==> src/rtl/demux_pkg.sv <==
// Shared types and defaults for the 1:N handshake demux.
// Holds the per-slot state encoding and the select-width helper.
package demux_pkg;

    localparam int DEMUX_WIDTH_DEF = 8;
    localparam int DEMUX_NCH_DEF   = 4;

    typedef enum logic {
        SLOT_EMPTY = 1'b0,
        SLOT_FULL  = 1'b1
    } slot_state_t;

    // Select width never collapses to zero, even for tiny channel counts.
    function automatic int clog2_min1(input int n);
        return (n <= 2) ? 1 : $clog2(n);
    endfunction

endpackage

==> src/rtl/demux_1_n_hs_if.sv <==
// Producer-side and consumer-side handshake bundle of the 1:N demux.
// Master drives input words and consumer readies; slave is the demux itself.
interface demux_1_n_hs_if
    import demux_pkg::*;
#(
    parameter int WIDTH  = DEMUX_WIDTH_DEF,
    parameter int NUM_CH = DEMUX_NCH_DEF,
    parameter int SEL_W  = clog2_min1(NUM_CH)
);
    logic [WIDTH-1:0]        in_data;
    logic [SEL_W-1:0]        in_sel;
    logic                    in_bcast;
    logic                    in_valid;
    logic                    in_ready;
    logic [NUM_CH*WIDTH-1:0] out_data;
    logic [NUM_CH-1:0]       out_valid;
    logic [NUM_CH-1:0]       out_ready;

    modport master (
        output in_data, in_sel, in_bcast, in_valid, out_ready,
        input  in_ready, out_data, out_valid
    );

    modport slave (
        input  in_data, in_sel, in_bcast, in_valid, out_ready,
        output in_ready, out_data, out_valid
    );
endinterface

==> src/rtl/demux_slot.sv <==
// One-entry output holding register; write lands 1 cycle later.
// Accepts a new word when empty or when its consumer drains it in the same cycle.
module demux_slot
    import demux_pkg::*;
#(
    parameter int WIDTH = DEMUX_WIDTH_DEF
) (
    input  logic             clk,
    input  logic             rst,
    input  logic             wr_en,
    input  logic [WIDTH-1:0] wr_data,
    input  logic             rd_ready,
    output logic             valid,
    output logic [WIDTH-1:0] data,
    output logic             can_accept
);
    slot_state_t      state_q, state_d;
    logic [WIDTH-1:0] data_q, data_d;

    always_ff @(posedge clk) begin
        if (rst) begin
            state_q <= SLOT_EMPTY;
            data_q  <= '0;
        end else begin
            state_q <= state_d;
            data_q  <= data_d;
        end
    end

    // A write wins over a read: read+write keeps the slot full with new data.
    always_comb begin
        state_d = state_q;
        data_d  = data_q;
        if (wr_en) begin
            state_d = SLOT_FULL;
            data_d  = wr_data;
        end else if (state_q == SLOT_FULL && rd_ready) begin
            state_d = SLOT_EMPTY;
        end
    end

    assign valid      = (state_q == SLOT_FULL);
    assign data       = data_q;
    assign can_accept = !valid || rd_ready;

endmodule

==> src/rtl/demux_1_n_hs.sv <==
// Registered 1:N demux with unicast/broadcast routing, 1-cycle latency.
// in_ready follows only the addressed slot(s); out-of-range selects are sunk and counted.
module demux_1_n_hs
    import demux_pkg::*;
#(
    parameter int WIDTH  = DEMUX_WIDTH_DEF,
    parameter int NUM_CH = DEMUX_NCH_DEF,
    parameter int CNT_W  = 8
) (
    input  logic             clk,
    input  logic             rst,
    demux_1_n_hs_if.slave    bus,
    output logic [CNT_W-1:0] err_cnt
);
    localparam int SEL_W = clog2_min1(NUM_CH);

    logic [NUM_CH-1:0] can_acc;
    logic [NUM_CH-1:0] sel_hit;
    logic [NUM_CH-1:0] wr_en;
    logic              sel_acc;
    logic              in_range;
    logic              in_ready;
    logic              accept;
    logic [CNT_W-1:0]  err_cnt_q, err_cnt_d;

    always_comb begin
        sel_hit = '0;
        sel_acc = 1'b0;
        for (int k = 0; k < NUM_CH; k++) begin
            if (bus.in_sel == SEL_W'(k)) begin
                sel_hit[k] = 1'b1;
                sel_acc    = can_acc[k];
            end
        end
        in_range = |sel_hit;

        if (rst) begin
            in_ready = 1'b0;
        end else if (bus.in_bcast) begin
            in_ready = &can_acc;
        end else if (in_range) begin
            in_ready = sel_acc;
        end else begin
            in_ready = 1'b1;
        end

        accept = bus.in_valid && in_ready;
        wr_en  = {NUM_CH{accept && bus.in_bcast}} | (sel_hit & {NUM_CH{accept}});

        err_cnt_d = err_cnt_q;
        if (accept && !bus.in_bcast && !in_range && err_cnt_q != {CNT_W{1'b1}}) begin
            err_cnt_d = err_cnt_q + 1'b1;
        end
    end

    always_ff @(posedge clk) begin
        if (rst) begin
            err_cnt_q <= '0;
        end else begin
            err_cnt_q <= err_cnt_d;
        end
    end

    assign bus.in_ready = in_ready;
    assign err_cnt      = err_cnt_q;

    for (genvar g = 0; g < NUM_CH; g++) begin : g_slot
        demux_slot #(.WIDTH(WIDTH)) u_slot (
            .clk        (clk),
            .rst        (rst),
            .wr_en      (wr_en[g]),
            .wr_data    (bus.in_data),
            .rd_ready   (bus.out_ready[g]),
            .valid      (bus.out_valid[g]),
            .data       (bus.out_data[g*WIDTH +: WIDTH]),
            .can_accept (can_acc[g])
        );
    end

endmodule
==> src/flat_wrapper.sv <==
// flat-port wrapper written by rule: the top's interface ports become plain ports
module demux_1_n_hs_flat import demux_pkg::*;
#(
    parameter int WIDTH  = DEMUX_WIDTH_DEF,
    parameter int NUM_CH = DEMUX_NCH_DEF,
    parameter int CNT_W  = 8
)
  (clk, rst, err_cnt, bus_in_data, bus_in_sel, bus_in_bcast, bus_in_valid, bus_out_ready, bus_in_ready, bus_out_data, bus_out_valid);
  demux_1_n_hs_if #(.WIDTH(WIDTH), .NUM_CH(NUM_CH)) bus_i ();
  input  logic clk;
  input  logic rst;
  output logic [CNT_W-1:0] err_cnt;
  input wire logic [$bits(bus_i.in_data)-1:0] bus_in_data;
  input wire logic [$bits(bus_i.in_sel)-1:0] bus_in_sel;
  input wire logic [$bits(bus_i.in_bcast)-1:0] bus_in_bcast;
  input wire logic [$bits(bus_i.in_valid)-1:0] bus_in_valid;
  input wire logic [$bits(bus_i.out_ready)-1:0] bus_out_ready;
  output wire logic [$bits(bus_i.in_ready)-1:0] bus_in_ready;
  output wire logic [$bits(bus_i.out_data)-1:0] bus_out_data;
  output wire logic [$bits(bus_i.out_valid)-1:0] bus_out_valid;
  assign bus_i.in_data = bus_in_data;
  assign bus_i.in_sel = bus_in_sel;
  assign bus_i.in_bcast = bus_in_bcast;
  assign bus_i.in_valid = bus_in_valid;
  assign bus_i.out_ready = bus_out_ready;
  assign bus_in_ready = bus_i.in_ready;
  assign bus_out_data = bus_i.out_data;
  assign bus_out_valid = bus_i.out_valid;
  demux_1_n_hs #(.WIDTH(WIDTH), .NUM_CH(NUM_CH), .CNT_W(CNT_W)) u_core (.clk(clk), .rst(rst), .bus(bus_i), .err_cnt(err_cnt));
endmodule
==> config.mk <==
export PLATFORM = sky130hd
export DESIGN_NAME = demux_1_n_hs_flat
export DESIGN_NICKNAME = d
export VERILOG_FILES = /design/src/rtl/demux_pkg.sv /design/src/rtl/demux_1_n_hs_if.sv /design/src/rtl/demux_slot.sv /design/src/rtl/demux_1_n_hs.sv /design/src/flat_wrapper.sv
export SDC_FILE = /design/constraint.sdc
export NUM_CORES = 1
export LEC_CHECK = 0
export BUFFER_PORTS_ARGS = -buffer_cell sky130_fd_sc_hd__buf_2
export CORE_UTILIZATION = 45
export CTS_BUF_LIST = sky130_fd_sc_hd__clkbuf_8 sky130_fd_sc_hd__clkbuf_16
export DETAILED_ROUTE_END_ITERATION = 6
export PLACE_DENSITY_LB_ADDON = 0.05
export SETUP_SLACK_MARGIN = 0.4
export SLEW_MARGIN = 10
export SYNTH_ARGS = -nofsm -noshare
export SYNTH_HDL_FRONTEND = slang
export SYNTH_SLANG_ARGS = --single-unit
==> constraint.sdc <==
create_clock -name clk -period 2 [get_ports clk]
set_clock_uncertainty 0.1 [all_clocks]
set_input_delay 0.1 -clock clk [delete_from_list [all_inputs] [get_ports clk]]
set_output_delay 0.1 -clock clk [all_outputs]
set_load 0.01 [all_outputs]
== After elaboration in Yosys (flattened, before gate mapping) ==
Index checks and enable logic that the tools add are counted.
W data, S select, Z words.

* Register bits after elaboration: 44
* Output and inout bits: 45
* Logic and storage cells: 61

* Add/sub/neg operators: 1
* Equality and inequality tests: 4
* Mux-type cells: 19
* Bitwise logic cells: 2
* Reduce and logical (&&, ||, !) cells: 26

{| class="wikitable"
|+ Operators by type and width
! operator !! count
|-
| $mux W1 || 19
|-
| $logic_and A1 B1 Y1 || 9
|-
| $add A8 B1 Y8 const B || 1
|-
| $ne A8 B8 Y1 const B || 1
|-
| $reduce_bool A2 Y1 || 4
|-
| $logic_not A1 Y1 || 6
|-
| $and A4 B4 Y4 || 1
|-
| $eq A2 B2 Y1 const B || 2
|-
| $logic_or A1 B1 Y1 || 4
|-
| $or A4 B4 Y4 || 1
|-
| $reduce_and A4 Y1 || 1
|-
| $reduce_or A4 Y1 || 1
|-
| $eq A2 B1 Y1 const B || 1
|-
| $logic_not A2 Y1 || 1
|}

== Longest topological paths before layout ==
Gate-level depths: netlist of run 1.

* Depth after elaboration: 13
* Gate-level depth with buffers: 6

== Modules after synthesis ==
From an unflattened synthesis of run 1, not the netlist that was laid out.

* Cells, all modules: 153
* Area, all modules: 1614.0 µm²

{| class="wikitable"
|+ Modules (own cells, without submodules)
! module !! instances !! cells an instance !! area an instance (µm²) !! seq. area each (µm²)
|-
| demux_slot || 4 || 30 || 321.6 || 180.2
|-
| demux_1_n_hs || 1 || 33 || 327.8 || 160.2
|}

== Worst setup path before layout of run 1 ==
Ideal clock, no wire load.

* Kind: register to register
* Start: reg u_core.g_slot[3].u_slot.state_q
* End: reg u_core.g_slot[0].u_slot.data_q[0]
* Arrival: 1.512 ns
* Required time: 1.828 ns
* Path slack: 0.317 ns
* Cell stages (with the launch flop): 6
* Buffers on the path: 1
* Period minus slack after synthesis: 1.683 ns
* Path through: dfxtp_1 -> nand2b_1 -> mux4_2 -> o2111ai_1 -> buf_4 -> mux2i_1

* Word-level cells in the longest chain between the ends: 9
* Elaborated cells between the ends (all ways): 11
* Those cells by class: mux (4); bitwise (2); reduce/logical (5)

{| class="wikitable"
|+ RTL lines
! element !! RTL line !! RTL
|-
| start, declared || demux_slot.sv:17 || <nowiki>slot_state_t state_q, state_d;</nowiki>
|-
| start signal, assigned || demux_slot.sv:25 || <nowiki>state_q <= state_d;</nowiki>
|-
| $logic_not A1 Y1 * || demux_slot.sv:44 || <nowiki>assign can_accept = !valid || rd_ready;</nowiki>
|-
| $logic_or A1 B1 Y1 * || demux_slot.sv:44 ||
|-
| $mux W1 || demux_1_n_hs.sv:30 || <nowiki>if (bus.in_sel == SEL_W'(k)) begin</nowiki>
|-
| $mux W1 || demux_1_n_hs.sv:41 || <nowiki>end else if (in_range) begin</nowiki>
|-
| $mux W1 * || demux_1_n_hs.sv:39 || <nowiki>end else if (bus.in_bcast) begin</nowiki>
|-
| $mux W1 * || demux_1_n_hs.sv:37 || <nowiki>if (rst) begin</nowiki>
|-
| $logic_and A1 B1 Y1 * || demux_1_n_hs.sv:47 || <nowiki>accept = bus.in_valid && in_ready;</nowiki>
|-
| $and A4 B4 Y4 / $logic_and A1 B1 Y1 (equally long branches) || demux_1_n_hs.sv:48 || <nowiki>wr_en = {NUM_CH{accept && bus.in_bcast}} | (sel_hit & {NUM_CH{accept}});</nowiki>
|-
| $or A4 B4 Y4 * || demux_1_n_hs.sv:48 ||
|-
| end signal, assigned || demux_slot.sv:26 || <nowiki>data_q <= data_d;</nowiki>
|-
| end, declared || demux_slot.sv:18 || <nowiki>logic [WIDTH-1:0] data_q, data_d;</nowiki>
|}

Every way passes the cells marked *; elsewhere a longest branch is shown, timed or not.
A chain may end at the register's enable or synchronous reset.

== Final worst setup path of run 1 ==
* Start: reg u_core.g_slot[3].u_slot.state_q
* End: out bus_in_ready

* Word-level cells in the longest chain between the ends: 6
* Elaborated cells between the ends (all ways): 7
* Those cells by class: mux (4); reduce/logical (3)

{| class="wikitable"
|+ RTL lines
! element !! RTL line !! RTL
|-
| $logic_not A1 Y1 * || demux_slot.sv:44 ||
|-
| $logic_or A1 B1 Y1 * || demux_slot.sv:44 ||
|-
| $mux W1 || demux_1_n_hs.sv:30 ||
|-
| $mux W1 || demux_1_n_hs.sv:41 ||
|-
| $mux W1 * || demux_1_n_hs.sv:39 ||
|-
| $mux W1 * || demux_1_n_hs.sv:37 ||
|-
| end, declared || flat_wrapper.sv:18 || <nowiki>output wire logic [$bits(bus_i.in_ready)-1:0] bus_in_ready;</nowiki>
|}

Marked as above.

==> results of run 1 <==
-- kinds of logic (layout without fill, tap and decap cells) --
group | after synthesis | count (layout)
flops | 44 | 44
buf+inv | 15 | 81
simple gates | 55 | 55
compound gates | 15 | 15
mux | 33 | 33
-- repair_timing --
item,4_1_cts,5_1_grt
cloned,0,0
pin swaps,4,3
setup endpoints to repair,37,37
endpoints found under the hold margin,0,0
resized for setup,8,5
setup buffers,8,1
-- worst paths after layout --
check	cells after the start	endpoint	slack, ns
worst max-delay path	5	bus_in_ready	0.14
worst min-delay path	3	u_core.g_slot[0].u_slot.data[4]	0.06
worst max register to register	5	u_core.g_slot[1].u_slot.data[2]	0.16
worst min register to register	1	u_core.err_cnt[6]	0.37
-- per-stage QoR --
stage	util	hold WS [ns]	total power [mW]	worst slack, ns
floorplan	-	0.218	1.15	0.324
global placement	0.564	0.328	1.23	0.182
detailed placement	0.564	0.340	1.24	0.110
CTS	0.611	0.0541	1.75	0.154
global route	0.619	0.0766	1.82	0.0602
finish	0.619	0.0573	1.74	0.140
-- registers in the layout (all words and copies together) (netlist names) --
signal / flops
u_core.g_slot.u_slot.data: 32
u_core.g_slot.u_slot.valid: 4
u_core.err_cnt: 8
-- placed cells by master (no fill, tap or decap), types with 3 or more instances in the layout --
cell	synthesis	layout
dfxtp_2	0	4
a21oi_1	4	4
mux2i_1	32	32
nand2b_1	44	44
dfxtp_1	44	40
o2111ai_4	1	3
nor2b_1	8	8
clkbuf_8	0	5
buf_4	6	8
buf_2	0	62
-- layout make-up --
class / count / area, um^2 / area share
flip-flops and latches: 44 / 886 / 0.385
multi-input cells: 103 / 851 / 0.370
repair buffers: 74 / 428 / 0.186
clock buffers: 5 / 68.8 / 0.0299
well taps: 48 / 60.1 / 0.0261
inverters: 2 / 7.51 / 0.00326
-- worst max-delay path, delay by kind of cell, from the launching register on --
kind,cells,cell delay (ns)
AO/OA/AOI/OAI,1,0.16
buffers and inverters,1,0.16
flip-flops,1,0.33
multiplexers,1,0.61
AND/OR/NAND/NOR,2,0.12
-- power by group through the flow --
stage | Sequential, mW | Clock [mW] | Combinational, mW
finish | 0.953 | 0.481 | 0.305
global route | 0.958 | 0.533 | 0.331
CTS | 0.952 | 0.499 | 0.296
detailed placement | 0.971 | 0 | 0.267
global placement | 0.969 | 0 | 0.260
floorplan | 0.990 | 0 | 0.157
-- layer usage --
layer | global-route usage | share of wire | routed length (um)
met5 | 0 | 0 | 0
met4 | 0.0917 | 0.029 | 114
met3 | 0.0528 | 0.061 | 240
met2 | 0.314 | 0.47 | 1850
met1 | 0.253 | 0.44 | 1720
==> results.cfg, run 1 <==
[outcome]
status = completed

[yosys]
synth_area_leader_cell = dfxtp_1
synth_warnings = 0
netlist_area_um2 = 1780
synth_ff_type = dfxtp_1
syn_inst = 162
yosysSeqAreaShare = 0.495
ys_ff_latch = 44
synth_top_family_by_area = multiplexers
synth-edff-count = 0
synthAdderAreaFrac = 0
synth_top_area_share = 0.495
synthTopCellsByCount = 44 x dfxtp_1, 44 x nand2b_1, 32 x mux2i_1, 8 x nor2b_1
synth_cell_types = 20
synth_area_leaders = dfxtp_1 49%, mux2i_1 18%, nand2b_1 15%
synth_compound_area_frac = 0.0752
avgSynthCellArea_um2 = 11.0
muxShareOfSynthArea = 0.193
synthArstFlopShare = 0
yosys.area_share.simple = 0.189
syn_nets = 180
synth_xor_area_frac = 0

[final_layout]
area_growth_pct = 29.2
fin_area_um2 = 2300
drive_gt1_frac = 0.395
diodes = 0
nets = 248
final_cell_count_no_fill = 276
n_fill_cell = 309

[floorplan]
rows = 22
initial_core_util = 0.479
dieWidth_um = 64.9
die_h_um = 64.9
fp.coreArea_um2 = 3720
die-area_um2 = 4210
boundaryPins = 63

[power]
switching_share = 0.251
pwr-share-clk = 0.276
ir_drop_v = 0.000446
power_frac_comb = 0.175
switchingPower_mw = 0.437
leakagePower_nw = 1.13
p_int_mw = 1.30
power.share.sequential = 0.548
pwr_density_cell_nw_per_um2 = 756

[setup_path]
slowest_stage = mux4_2
startpoint_type = register
worst-path-max-fanout = 7
worst_ep_arrival_time_ns = 1.66
slowest_delay_ns = 0.61
path_class = reg -> out
crit_chain = nand2b_1, mux4_2, o21ai_1, nor2_1, buf_2
end_kind = output port
r2r-start = u_core.g_slot[3].u_slot.valid
crit_start = u_core.g_slot[3].u_slot.valid
crit_required_ns = 1.80

[route]
drc = 0
detail_route.wirelength_mm = 3.93
via_count = 1369
post_drt_wl_per_cell_um = 14.2
drtIter0Drc = 61
viasPerCell = 4.96
drt_pass1_iterations = 4
ant_nets = 0

[timing]
setup_viol = 0
hold_viol = 0
min_period_ns = 1.86
fmax_mhz = 538
setup-tns-final_ns = 0
relSlewSlack = 0.537
slew_violations = 0
rsz0062_at_grt = yes
worstMarginPinSlew_ns = 0.694
period_share = 0.930

[min_path]
min-delay-start = bus_in_data[4]
hold_path.class = in -> reg

[clock_network]
cts_num_sinks = 44
cts_buffer_depth = 2
clock_latency_ns = 0.28
htreeDepth = 2
cts_buffers = 5
path_clk_slew_ns = 0.07
cts_tree = done
clk_root_buffer_cell = clkbuf_8
cts_hold_buffers = 0

[global_routing]
grt_overflow = 0
grt_max_degree = 54
grt_pass1_vias = 1321
antenna_found_initial = 0
grt_pass1_wl_mm = 6.31
track_usage = 0.200

[placement]
gp_congestion = 0.769
dpl-instance-area_um2 = 2100
placed_cells = 262
hpwl_mm = 2.66
port_buffers = 62

[job]
drv_cap = 0
No activity file was read; power rests on OpenSTA's default activity.
==> run 2: changes to the inputs <==
--- a/config.mk
+++ b/config.mk
@@ -6,7 +6,7 @@
 export NUM_CORES = 1
 export LEC_CHECK = 0
 export BUFFER_PORTS_ARGS = -buffer_cell sky130_fd_sc_hd__buf_2
-export CORE_UTILIZATION = 45
+export CORE_UTILIZATION = 49
 export CTS_BUF_LIST = sky130_fd_sc_hd__clkbuf_8 sky130_fd_sc_hd__clkbuf_16
 export DETAILED_ROUTE_END_ITERATION = 6
 export PLACE_DENSITY_LB_ADDON = 0.05
==> results.cfg, run 2 (synthesized netlist as in run 1, its figures left out) <==
[outcome]
status = completed

[global_routing]
track_usage = 0.206
grt_pass1_vias = 1363
antenna_found_initial = 0
grt_pass1_wl_mm = 6.27
grt_max_degree = 54
grt_overflow = 0

[power]
pwr-share-clk = 0.286
p_int_mw = 1.31
power.share.sequential = 0.541
ir_drop_v = 0.000668
totalPowerFinal_mw = 1.76
switching_share = 0.256
pwr_density_cell_nw_per_um2 = 760
leakagePower_nw = 1.15
switchingPower_mw = 0.451
power_frac_comb = 0.173

[final_layout]
nets = 249
diodes = 0
final_common_cell = buf_2
fin_area_um2 = 2310
drive_gt1_frac = 0.411
n_fill_cell = 275
final_cell_mix = 62 x buf_2, 43 x nand2b_1, 40 x dfxtp_1, 32 x mux2i_1
final_util = 0.677
largest_register_ffs = 32
area_growth_pct = 29.9

[floorplan]
rows = 21
fp.coreArea_um2 = 3420
initial_core_util = 0.521
die_h_um = 62.3
die-area_um2 = 3880
boundaryPins = 63
dieWidth_um = 62.3

[timing]
worstMarginPinSlew_ns = 0.707
setup-tns-final_ns = 0
rsz0062_at_grt = yes
min_period_ns = 1.85
relSlewSlack = 0.529
period_share = 0.926
setup_viol = 0
fmax_mhz = 540
slew_violations = 0
hold_viol = 0
fin_hold_ws_ns = 0.0569

[setup_path]
r2r-start = u_core.g_slot[3].u_slot.valid
startpoint_type = register
worst_ep_arrival_time_ns = 1.65
crit_required_ns = 1.80
path_class = reg -> out
end_kind = output port
rrSetupSlack_ns = 0.16
r2r-end = u_core.g_slot[1].u_slot.data[0]
rr_worst_depth = 5
worst-path-max-fanout = 6

[placement]
hpwl_mm = 2.54
port_buffers = 62
gp_congestion = 0.882
dpl-instance-area_um2 = 2090

[clock_network]
clock_latency_ns = 0.28
clk_root_buffer_cell = clkbuf_8
cts_buffers = 5
cts_buffer_depth = 2
cts_tree = done
path_clk_slew_ns = 0.08
htreeDepth = 2
cts_num_sinks = 44

[min_path]
hold_path.class = in -> reg
min_path_cells = 3
min-delay-start = bus_in_data[0]
whs_endpoint = u_core.g_slot[2].u_slot.data[0]

[route]
ant_nets = 0
viasPerCell = 5.01
via_count = 1389
drc = 0
drtIter0Drc = 112
detail_route.wirelength_mm = 3.84
drt_pass1_iterations = 4
post_drt_wl_per_cell_um = 13.9

[job]
drv_cap = 0
## run 2: cell types whose count changed in the layout (fill, tap and decap cells not counted), sizes merged
cell,previous run,this run
clkinv,0,1
inv,2,3
clkbuf,5,6
## run 2: layout make-up
class                   instances  area, um^2  area share
flip-flops and latches         44         886       0.383
clock buffers                   5        68.8      0.0298
well taps                      46        57.6      0.0249
inverters                       2        7.51     0.00325
clock inverters                 2        8.76     0.00379
repair buffers                 75         432       0.187
multi-input cells             103         852       0.369
## run 2: layer usage
metal | global-route usage | up-vias | part of all wire
met5 | 0 | - | 0
li1 | - | 678 | -
met4 | 0.0669 | 0 | 0.012
met2 | 0.346 | 47 | 0.50
met3 | 0.0643 | 6 | 0.058
met1 | 0.250 | 658 | 0.43
## run 2: how the worst max path moves through the flow
| stage | start | end | slack, ns | cells after the start |
|---|---|---|---|---|
| floorplan | u_core.g_slot[3].u_slot.valid | u_core.g_slot[3].u_slot.data[0] | 0.32 | 5 |
| global placement | u_core.g_slot[2].u_slot.valid | u_core.g_slot[0].u_slot.data[5] | 0.19 | 5 |
| detailed placement | u_core.g_slot[2].u_slot.valid | u_core.g_slot[0].u_slot.data[1] | 0.13 | 5 |
| CTS | u_core.g_slot[3].u_slot.valid | bus_in_ready | 0.17 | 5 |
| global route | u_core.g_slot[1].u_slot.valid | bus_in_ready | 0.10 | 5 |
| finish | u_core.g_slot[3].u_slot.valid | bus_in_ready | 0.15 | 5 |
## run 2: power by group through the flow
| stage | Combinational, mW | Clock [mW] | Sequential, mW |
|---|---|---|---|
| 2_1_floorplan | 0.157 | 0 | 0.990 |
| 5_1_grt | 0.327 | 0.568 | 0.957 |
| 6_report | 0.305 | 0.503 | 0.951 |
| 3_5_place_dp | 0.267 | 0 | 0.969 |
| 3_3_place_gp | 0.260 | 0 | 0.968 |
| 4_1_cts | 0.289 | 0.522 | 0.949 |
## run 2: through the flow
| step | instances | setup slack, ns |
|---|---|---|
| finish | 277 | 0.147 |
| CTS | 273 | 0.166 |
| detailed placement | 260 | 0.131 |
| global route | 277 | 0.103 |
| floorplan | 162 | 0.324 |
| global placement | 260 | 0.194 |
## run 2: critical path, stage by stage, from the launching register on
cell      delay, ns
dfxtp_2        0.35
nand2b_4       0.06
mux4_2         0.59
o21ai_2        0.16
nor2_1         0.05
buf_2          0.16
## run 2: repair_timing
| action | in CTS | in global routing |
|---|---|---|
| gates resized for setup | 5 | 12 |
| endpoints found under the setup margin | 37 | 37 |
| pin swaps | 1 | 4 |
| hold buffers | 0 | 0 |
| cloned | 0 | 1 |
| buffers inserted | 6 | 3 |
==> run 3: changes to the inputs <==
--- a/config.mk
+++ b/config.mk
@@ -6,7 +6,7 @@
 export NUM_CORES = 1
 export LEC_CHECK = 0
 export BUFFER_PORTS_ARGS = -buffer_cell sky130_fd_sc_hd__buf_2
-export CORE_UTILIZATION = 49
+export CORE_UTILIZATION = 35
 export CTS_BUF_LIST = sky130_fd_sc_hd__clkbuf_8 sky130_fd_sc_hd__clkbuf_16
 export DETAILED_ROUTE_END_ITERATION = 6
 export PLACE_DENSITY_LB_ADDON = 0.05
@@ -15,3 +15,4 @@
 export SYNTH_ARGS = -nofsm -noshare
 export SYNTH_HDL_FRONTEND = slang
 export SYNTH_SLANG_ARGS = --single-unit
+export TNS_END_PERCENT = 20
==> constraint.sdc (replaced) <==
create_clock -name clk -period 1.89 [get_ports clk]
set_clock_uncertainty 0.1 [all_clocks]
set_input_delay 0.0945 -clock clk [delete_from_list [all_inputs] [get_ports clk]]
set_output_delay 0.0945 -clock clk [all_outputs]
set_load 0.01 [all_outputs]
==> results.cfg, run 3 (synthesized netlist as in run 1, its figures left out) <==
[outcome]
status = completed

[global_routing]
grt_max_degree = 52
grt_pass1_vias = 1335
antenna_found_initial = 0
grt_pass1_wl_mm = 6.49
grt_overflow = 0
track_usage = 0.161

[setup_path]
path_delay_family = multiplexers
end_kind = output port
crit_chain = nand2b_1, mux4_2, o21ai_2, nor2_1, buf_2
crit_required_ns = 1.70
slowest_stage = mux4_2
worst-path-max-fanout = 6
slowest_delay_ns = 0.59
path_class = reg -> out
path_buf_inv = 1
startpoint_type = register
worst_ep_arrival_time_ns = 1.65
rrSetupSlack_ns = 0.05

[power]
ir_drop_v = 0.000317
switching_share = 0.249
p_int_mw = 1.52
switchingPower_mw = 0.504
pwr-share-clk = 0.346
power_frac_comb = 0.155
pwr_density_cell_nw_per_um2 = 858
power.share.sequential = 0.499
totalPowerFinal_mw = 2.02
leakagePower_nw = 1.16

[final_layout]
final_cell_mix = 62 x buf_2, 42 x nand2b_1, 40 x dfxtp_1, 32 x mux2i_1
drive_gt1_frac = 0.403
final_cell_count_no_fill = 298
n_fill_cell = 468
diodes = 0
final_common_cell = buf_2
nets = 248
largest_register_ffs = 32
area_growth_pct = 32.5

[timing]
rsz0062_at_grt = yes
worstMarginPinSlew_ns = 0.671
setup_viol = 0
setup-tns-final_ns = 0
slew_violations = 0
hold_viol = 0
fmax_mhz = 543
period_share = 0.975
relSlewSlack = 0.553
min_period_ns = 1.84

[placement]
gp_congestion = 0.693
hpwl_mm = 2.85
placed_cells = 284
port_buffers = 62

[clock_network]
path_clk_slew_ns = 0.08
cts_buffers = 5
cts_tree = done
clk_root_buffer_cell = clkbuf_8
htreeDepth = 2
cts_num_sinks = 44
cts_buffer_depth = 2
clock_latency_ns = 0.29

[floorplan]
initial_core_util = 0.370
die-area_um2 = 5380
die_h_um = 73.3
fp.coreArea_um2 = 4820
boundaryPins = 63
dieWidth_um = 73.3
rows = 25

[route]
drtIter0Drc = 38
detail_route.wirelength_mm = 4.08
ant_nets = 0
post_drt_wl_per_cell_um = 13.7
via_count = 1393
drt_pass1_iterations = 4
drc = 0
viasPerCell = 4.67

[job]
drv_cap = 0

[min_path]
hold_path.class = in -> reg
## run 3: cell types whose count changed in the layout (fill, tap and decap cells not counted), sizes merged
cell | before | now
clkbuf | 6 | 5
buf | 74 | 72
dlygate4sd3 | 0 | 2
bufinv | 0 | 1
## run 3: per-layer routing
metal / GRT usage / wire (um)
met1: 0.204 / 1780
met2: 0.269 / 2070
met3: 0.0384 / 184
met4: 0.0598 / 50
met5: 0 / 0
## run 3: tightest hold or removal path, cell delays in order
cell,delay (ns)
buf_2,0.08
nand2b_1,0.11
mux2i_1,0.13
## run 3: worst paths after layout
| kind | to | cells after the start | startpoint |
|---|---|---|---|
| setup / recovery | bus_in_ready | 5 | u_core.g_slot[2].u_slot.valid |
| hold / removal | u_core.g_slot[3].u_slot.data[2] | 3 | bus_in_data[2] |
| setup reg to reg | u_core.g_slot[3].u_slot.data[1] | 5 | u_core.g_slot[2].u_slot.valid |
| hold reg to reg | u_core.err_cnt[7] | 1 | u_core.err_cnt[7] |
## run 3: timing repair
| action | CTS | global route |
|---|---|---|
| setup buffers | 3 | 1 |
| resized for setup | 7 | 6 |
| hold buffers | 2 | 0 |
| endpoints found under the hold margin | 2 | 0 |
| pin swaps | 1 | 3 |
| setup endpoints to repair | 37 | 37 |
## run 3: cell type report
cell class	count	area, um^2	area share
clock buffer	5	68.8	0.0292
inverter	2	7.51	0.00318
sequential	44	886	0.376
tap	67	83.8	0.0355
multi-input combinational	103	861	0.365
clock inverter	3	38.8	0.0164
timing repair buffer	74	413	0.175
## run 3: metrics by stage
step                      utilization  hold slack (ns)  area, um^2  worst slack (ns)
after detailed placement        0.445            0.323        2140           0.00172
final                           0.490           0.0643        2360            0.0472
after floorplan                     -            0.210        1780             0.214
after global routing            0.490           0.0640        2360           -0.0333
after global placement          0.445            0.315        2140            0.0929
after CTS                       0.483           0.0539        2330            0.0515
## run 3: power groups by stage
stage,registers [mW],clock network (mW),logic [mW]
2_1_floorplan,1.05,0,0.166
3_3_place_gp,1.03,0,0.284
3_5_place_dp,1.03,0,0.291
4_1_cts,1.01,0.725,0.309
5_1_grt,1.02,0.768,0.342
6_report,1.01,0.700,0.313
